File: config.mk
export PLATFORM = sky130hd
export DESIGN_NAME = ppu_bg_shifter
export DESIGN_NICKNAME = d
export VERILOG_FILES = /design/src/rtl/ppu_bg_shifter.sv
export SDC_FILE = /design/constraint.sdc
export NUM_CORES = 1
export LEC_CHECK = 0
export BUFFER_PORTS_ARGS = -buffer_cell sky130_fd_sc_hd__buf_2
export CORE_AREA = 2 2 100 92
export DETAILED_ROUTE_END_ITERATION = 8
export DIE_AREA = 0 0 102 94
export PLACE_DENSITY = 0.73
export SYNTH_ARGS = -nofsm -noshare
export SYNTH_HDL_FRONTEND = slang
export SYNTH_SLANG_ARGS = --single-unit
export TNS_END_PERCENT = 30
File: constraint.sdc
create_clock -name clk -period 1.7 [get_ports clk]
set_input_delay 0.34 -clock clk [delete_from_list [all_inputs] [get_ports clk]]
set_output_delay 0.34 -clock clk [all_outputs]
set_load 0.02 [all_outputs]
File: src/rtl/ppu_bg_shifter.sv
// Background pixel pipeline: latches tile fetch bytes, shifts per NES dot, emits a masked 4-bit palette index.
// Optional left-column clipping is compiled in with `PPU_BG_LEFT_CLIP_EN.
module ppu_bg_shifter (
  input  logic       clk,
  input  logic       rst,
  input  logic [2:0] fetch_state,
  input  logic       data_valid,
  input  logic [7:0] vram_data,
  input  logic [1:0] at_quad,
  input  logic       reload,
  input  logic       pix_en,
  input  logic       line_start,
  input  logic [2:0] fine_x,
  input  logic       bg_en,
  input  logic       bg_left_en,
  output logic [7:0] nt_tile,
  output logic [3:0] pix_out,
  output logic       pix_opaque,
  output logic       pix_valid
);

  localparam logic [2:0] ST_NT  = 3'b010;
  localparam logic [2:0] ST_AT  = 3'b011;
  localparam logic [2:0] ST_LSB = 3'b100;
  localparam logic [2:0] ST_MSB = 3'b101;

  logic [1:0]  at_bits;
  logic [7:0]  pt_lo;
  logic [7:0]  pt_hi;
  logic [1:0]  at_sel;
  logic [15:0] sh_plo, sh_phi, sh_alo, sh_ahi;
  logic [8:0]  col;
  logic [8:0]  col_p0;
  logic [3:0]  tap_p0;
  logic [3:0]  raw_p0;
  logic        clip_p0;
  logic [4:0]  pix_p0;

  // Both strobes together: shift the high byte and drop the fresh tile in below it.
  function automatic logic [15:0] shift_next(input logic [15:0] sh, input logic [7:0] ld,
                                             input logic pe, input logic rl);
    logic [15:0] r;
    case ({pe, rl})
      2'b10:   r = {sh[14:0], 1'b0};
      2'b01:   r = {sh[15:8], ld};
      2'b11:   r = {sh[14:7], ld};
      default: r = sh;
    endcase
    return r;
  endfunction

  function automatic logic [4:0] mask_pix(input logic [3:0] raw, input logic en, input logic clip);
    logic [4:0] r;
    if (!en || clip || raw[1:0] == 2'b00) r = 5'd0;
    else                                  r = {1'b1, raw};
    return r;
  endfunction

  always_comb begin
    case (at_quad)
      2'd0:    at_sel = vram_data[1:0];
      2'd1:    at_sel = vram_data[3:2];
      2'd2:    at_sel = vram_data[5:4];
      default: at_sel = vram_data[7:6];
    endcase
  end

  always_ff @(posedge clk) begin
    if (rst) begin
      nt_tile <= 8'd0;
      at_bits <= 2'd0;
      pt_lo   <= 8'd0;
      pt_hi   <= 8'd0;
    end else if (data_valid) begin
      case (fetch_state)
        ST_NT:   nt_tile <= vram_data;
        ST_AT:   at_bits <= at_sel;
        ST_LSB:  pt_lo   <= vram_data;
        ST_MSB:  pt_hi   <= vram_data;
        default: ;
      endcase
    end
  end

  always_ff @(posedge clk) begin
    if (rst) begin
      sh_plo <= 16'd0;
      sh_phi <= 16'd0;
      sh_alo <= 16'd0;
      sh_ahi <= 16'd0;
    end else begin
      sh_plo <= shift_next(sh_plo, pt_lo, pix_en, reload);
      sh_phi <= shift_next(sh_phi, pt_hi, pix_en, reload);
      sh_alo <= shift_next(sh_alo, {8{at_bits[0]}}, pix_en, reload);
      sh_ahi <= shift_next(sh_ahi, {8{at_bits[1]}}, pix_en, reload);
    end
  end

  always_ff @(posedge clk) begin
    if (rst)                        col <= 9'd0;
    else if (line_start)            col <= {8'd0, pix_en};
    else if (pix_en && col != 9'd511) col <= col + 9'd1;
  end

  // p0: tap the shifters (pre-shift) and apply masking for the current dot.
  always_comb begin
    col_p0 = line_start ? 9'd0 : col;
    tap_p0 = 4'd15 - {1'b0, fine_x};
    raw_p0 = {sh_ahi[tap_p0], sh_alo[tap_p0], sh_phi[tap_p0], sh_plo[tap_p0]};
  end

`ifdef PPU_BG_LEFT_CLIP_EN
  assign clip_p0 = (col_p0 < 9'd8) && !bg_left_en;
`else
  logic unused_bg_left_en;
  assign unused_bg_left_en = bg_left_en;
  assign clip_p0 = 1'b0;
`endif

  assign pix_p0 = mask_pix(raw_p0, bg_en, clip_p0);

  // p1: registered pixel outputs; value holds between visible dots.
  always_ff @(posedge clk) begin
    if (rst) begin
      pix_out    <= 4'd0;
      pix_opaque <= 1'b0;
      pix_valid  <= 1'b0;
    end else begin
      pix_valid <= pix_en && !col_p0[8];
      if (pix_en && !col_p0[8]) begin
        pix_out    <= pix_p0[3:0];
        pix_opaque <= pix_p0[4];
      end
    end
  end

endmodule

==> results.toml, run 1 <==
[worst_setup_path]
arrival_ns = 1.86
slowest_delay_ns = 0.51
cp.required_ns = 1.96
path_buf_inv = 0
start_kind = "flip-flop"
cp_max_fo = 3
worstPathCellList = "ha_2 -> nand3_1 -> nor2_1 -> ha_2 -> or4_4 -> xor2_1 -> nor2_1"
critPathSlowestCell = "or4_4"
path_delay_family = "simple AND/OR/NAND/NOR gates"
cp-end-kind = "flip-flop"
critical_path_class = "reg -> reg"

[clocking]
cts_resized = 0
cts_root_buffer = "clkbuf_8"
hold_buffers = 0
numCtsBuffers = 9
clockBufferDepth = 2
post-cts-setup-buffers = 0
clock_sinks = 105
cts.clk_slew.worst_paths_ns = 0.10
clk_latency_ns = 0.36
tritoncts = "yes"
htree_levels = 3

[pwr]
ir_drop_uv = 484.4
p_leak_uw = 0.002018
power_density_mw_per_mm2 = 865.8
power.total_uw = 4265

[die]
initial_core_util_pct = 51.99
row_count = 32
io_pins = 38
die_h_um = 94
die_w_um = 102
die-area_mm2 = 0.009588
coreArea_mm2 = 0.008488

[finish]
area_growth_pct = 11.62
nets = 528
diodes = 0
drive_gt1_share_pct = 18.93
fill_cells = 779
post-route-util_pct = 58.03

[synthesis]
avgSynthCellArea_um2 = 9.369
synthAdderAreaFrac_pct = 0.5671
syn_inst = 471
netlist_area_mm2 = 0.004413
synth_simple_gate_area_share_pct = 16.27
synth_nets = 497
synth_top_area_share_pct = 47.63
muxShareOfSynthArea_pct = 20.44
synthTopCellsByArea = "dfxtp_1, mux2i_1, nor2_1"
yosys_most_used_dff = "dfxtp_1"
ys_warn_count = 0
synth-xor-area-share_pct = 1.191
synth_compound_area_share_pct = 10.04
ys_types = 38
synth_top_family_by_area = "multiplexers"
synth-seq-cells = 105
ys_seq_area_share_pct = 47.63
yosys.area.top_type = "dfxtp_1"
async_reset_ff_share_pct = 0
synth_edf_count = 0

[sta]
finalHoldViolCount = 0
maxSlewViolCount = 0
grt_setup_unrepaired = "no"
period_minus_slack_ns = 1.598
max_slew_margin_pct = 65.38
clock_skew_ns = 0.01698
worstMarginPinSlew_ns = 0.5194
finalSetupTns_ns = 0
fmax_ghz = 0.6257
setup_viol = 0
fin_crit_sh_pct = 94.01

[global_routing]
grt_max_degree = 50
use_met1_pct = 22.61
grt_util_all_layers_pct = 17.33
grt_pass1_wl_mm = 13.25
grt_pass1_vias = 2901
use_met3_pct = 4.762
busiest_layer = "met2"
antenna_found_initial = 0
grt.met2_usage_pct = 28.13
overflow = 0

[placed_design]
routabilityCongestion = 0.8034
io_buffers = 36
dpl.hpwl_mm = 5.515

[hold_path]
min-delay-path-class = "in -> reg"

[detailed_routing]
avgViaCountPerCell = 5.109
drc = 0
vias = 3198
wl_mm = 7.908
drt_iter0_drc = 67
drt_first_pass_iters = 4
wl_per_cell_um = 12.63
ant_nets = 0

[job]
cap_violations = 0

[status]
outcome = "completed"
[path summary, 6_finish.rpt]
path                      from         end  slack [ns]  cells past startpoint
setup reg to reg        col[0]      col[5]        0.10                      7
hold / removal    vram_data[0]    pt_lo[0]        0.25                      3
setup / recovery        col[0]      col[5]        0.10                      7
hold reg to reg     nt_tile[2]  nt_tile[2]        0.46                      2
[power breakdown]
part	switching (µW)	total [µW]	leakage [µW]	internal [µW]
Combinational	200	354	0.00109	154
Clock	837	1390	0.0000810	550
Sequential	21.4	2520	0.000850	2500
Total	1060	4270	0.00202	3210
[cells in the final DEF (no fill, tap or decap), types with 2 or more instances in the layout]
cell	netlist	routed
mux2i_1	56	56
buf_2	9	35
xor2_1	5	5
nor2b_1	7	6
o21a_1	14	14
nand3_1	4	4
nor4_1	2	2
nand2_1	60	60
buf_4	0	15
nor3b_1	5	5
o21ai_0	2	2
clkinvlp_4	0	3
mux4_2	6	6
buf_12	1	2
nor2_1	78	78
and3_1	3	3
inv_1	4	4
clkbuf_8	0	9
nand4_1	4	4
dfxtp_1	105	104
ha_2	0	2
mux2_2	16	16
a2111oi_0	2	2
a21oi_1	49	49
and2_1	2	2
[area by class of cell]
| cell class | instances | area, µm² | share of cell area, % |
|---|---|---|---|
| sequential | 105 | 2103 | 42.70 |
| clock buffer | 10 | 127.6 | 2.591 |
| clock inverter | 6 | 51.30 | 1.041 |
| timing repair buffer | 52 | 327.8 | 6.655 |
| tap | 119 | 148.9 | 3.023 |
| inverter | 4 | 15.01 | 0.3048 |
| multi-input combinational | 330 | 2152 | 43.69 |
[metal layers]
layer	vias up	part of all wire (%)	wire length [µm]
met5	-	0	0
met4	0	0.80	63
met3	6	4.1	324
met2	56	47	3715
met1	1464	48	3805
li1	1672	-	-
[tightest hold or removal path: cells and delay by family]
family                 cells  cell delay (ns)
and+or+nand+nor            1             0.06
buffers and inverters      1             0.13
AOI/OAI and AO/OA          1             0.05
[cell families after synthesis]
family	after synthesis
DFF	105
adders and majority gates	2
muxes	79
and+or+nand+nor	169
buffers and inverters	36
AOI/OAI and AO/OA	74
xor gates and xnor gates	6
[cells in the mapped netlist (2+ instances only)]
master,n
a2111oi_0,2
nor4_1,2
mux2i_1,56
inv_1,4
buf_2,9
mux4_2,6
and3_1,3
nand3_1,4
xor2_1,5
nor2_1,78
o21a_1,14
buf_1,2
o21ai_0,2
nor2b_1,7
ha_1,2
dfxtp_1,105
mux2_2,16
nor3b_1,5
nand2_1,60
nand4_1,4
clkbuf_1,19
a21oi_1,49
and2_1,2
[state kept, by name, indices dropped and copies added (netlist names)]
name        cells
pix_opaque      1
pix_valid       1
pix_out         4
col             9
pt_lo           8
sh_plo         16
at_bits         2
sh_ahi         16
sh_phi         16
nt_tile         8
pt_hi           8
sh_alo         16
[through the flow]
stage	worst slack (ns)	area, µm²	cells	hold slack, ns
final	0.1018	4926	626	0.2471
after global routing	0.01059	4926	626	0.2340
after floorplan	0.01083	4413	471	0.4367
after detailed placement	-0.03632	4735	610	0.4446
after global placement	0.03232	4735	610	0.4299
after CTS	0.02932	4913	626	0.2293
(Power assumes the default switching activity.)
==> run 2, diff against run 1 <==
--- a/config.mk
+++ b/config.mk
@@ -6,10 +6,10 @@
 export NUM_CORES = 1
 export LEC_CHECK = 0
 export BUFFER_PORTS_ARGS = -buffer_cell sky130_fd_sc_hd__buf_2
-export CORE_AREA = 2 2 100 92
+export CORE_AREA = 2 2 95 88
 export DETAILED_ROUTE_END_ITERATION = 8
-export DIE_AREA = 0 0 102 94
-export PLACE_DENSITY = 0.73
+export DIE_AREA = 0 0 97 90
+export PLACE_DENSITY = 0.77
 export SYNTH_ARGS = -nofsm -noshare
 export SYNTH_HDL_FRONTEND = slang
 export SYNTH_SLANG_ARGS = --single-unit
==> constraint.sdc (replaced) <==
create_clock -name clk -period 1.6 [get_ports clk]
set_input_delay 0.32 -clock clk [delete_from_list [all_inputs] [get_ports clk]]
set_output_delay 0.32 -clock clk [all_outputs]
set_load 0.02 [all_outputs]
==> run 2 against run 1 <==
Compared with the run above: via count rose by 3.5%; worst setup slack got worse by 0.081 ns; design area rose by 0.23%; global-route usage rose by 2.3 points; clock power rose by 3%; sequential share of layout area barely moved; largest cell class unchanged.
==> results.toml, run 2 (same netlist as run 1, synthesis figures left out) <==
[pwr]
p_leak_uw = 0.002035
power_density_mw_per_mm2 = 910.1
ir_drop_uv = 442.8

[clocking]
hold_buffers = 0
cts_root_buffer = "clkbuf_8"
clockBufferDepth = 2
cts.clk_slew.worst_paths_ns = 0.10
numCtsBuffers = 9
clk_latency_ns = 0.37
htree_levels = 3
clock_sinks = 105
tritoncts = "yes"

[placed_design]
routabilityCongestion = 0.7841
dpl.hpwl_mm = 5.838
placed_area_mm2 = 0.004745
io_buffers = 36
pre_cts_ws_ns = -0.007247

[detailed_routing]
drt_iter0_drc = 103
ant_nets = 0
drc = 0
avgViaCountPerCell = 5.435
wl_mm = 8.302
drt_first_pass_iters = 6
vias = 3310
wl_per_cell_um = 13.63

[die]
die_w_um = 97
coreArea_mm2 = 0.007796
initial_core_util_pct = 56.60
die-area_mm2 = 0.008730
row_count = 31
die_h_um = 90
io_pins = 38

[sta]
grt_setup_unrepaired = "yes"
fmax_ghz = 0.6333
setup_viol = 0
maxSlewViolCount = 0
worstMarginPinSlew_ns = 0.5540
max_slew_margin_pct = 63.07
finalHoldViolCount = 0
setup_slack_ns = 0.02101
hold_ws_ns = 0.2180
clock_skew_ns = 0.008803
period_minus_slack_ns = 1.579
fin_crit_sh_pct = 98.69

[worst_setup_path]
crit_start = "col[1]"
start_kind = "flip-flop"
arrival_ns = 1.84
cp_max_fo = 3
cp-end-kind = "flip-flop"
regToRegStartpoint = "col[1]"
critical_path_class = "reg -> reg"
cp.required_ns = 1.87

[finish]
area_growth_pct = 11.88
diodes = 0
drive_gt1_share_pct = 20.20
final_common_cell = "dfxtp_1"
nets = 532
stdcell_area_mm2 = 0.004937
final_cell_mix = "dfxtp_1, nor2_1, nand2_1, mux2i_1, a21oi_1"

[global_routing]
grt_util_all_layers_pct = 19.64
antenna_found_initial = 0
overflow = 0
grt_max_degree = 45
grt_pass1_vias = 3175
grt_pass1_wl_mm = 14.19

[hold_path]
min-delay-path-class = "in -> reg"
hp-start = "vram_data[7]"

[status]
outcome = "completed"

[job]
cap_violations = 0
## run 2: cell types whose count changed in the layout (fill, tap and decap cells not counted), moves of 2 or more
cell / before / now
clkinv_2: 0 / 2
dfxtp_2: 1 / 3
buf_4: 15 / 19
dfxtp_1: 104 / 102
## run 2: power breakdown
part | switching [µW] | leakage (µW) | internal (µW)
Sequential | 24.9 | 0.000851 | 2660
Clock | 871 | 0.0000781 | 555
Combinational | 216 | 0.00111 | 168
## run 2: per-stage QoR
stage	total power [µW]	util, %	cells	setup TNS, ns
CTS	4533	63.01	609	0
finish	4493	63.33	609	0
floorplan	3008	-	471	0
detailed placement	3125	60.86	594	-0.01598
global route	4668	63.33	609	-0.1091
global placement	3115	60.86	594	-0.02311
## run 2: area by class of cell
type                            count  area (µm²)
Fill cell                         659        2859
Multi-Input combinational cell    330        2173
Sequential cell                   105        2106
Timing Repair Buffer               56       357.8
Clock buffer                       10       127.6
Tap cell                           99       123.9
Clock inverter                      5       33.78
Inverter                            4       15.01
## run 2: repair_timing
| item | 4_1_cts | 5_1_grt |
|---|---|---|
| endpoints found under the setup margin | 2 | 7 |
| cloned | 0 | 0 |
| gates resized for setup | 1 | 7 |
| setup buffers | 0 | 0 |
| pin swaps | 1 | 4 |
## run 2: final timing paths
kind,to,cells past startpoint,slack (ns)
worst min register to register,pix_out[1],2,0.46
worst min-delay path,pt_lo[7],3,0.22
worst max register to register,col[5],7,0.02
worst max-delay path,col[5],7,0.02
## run 2: worst max-delay path, stage by stage, from the launching register on
cell and delay [ns]:
dfxtp_2 0.34, ha_4 0.16, nand3_2 0.07, nor2_2 0.04
ha_2 0.19, or4_4 0.48, xor2_1 0.15, nor2_1 0.05
## run 2: routing by layer
metal  vias up  track usage (%)  routed length, µm
met5         -                0                  0
met4         0            7.629                136
met3        11            5.210                377
met2        71            32.99               4015
met1      1550            24.14               3773
li1       1678                -                  -
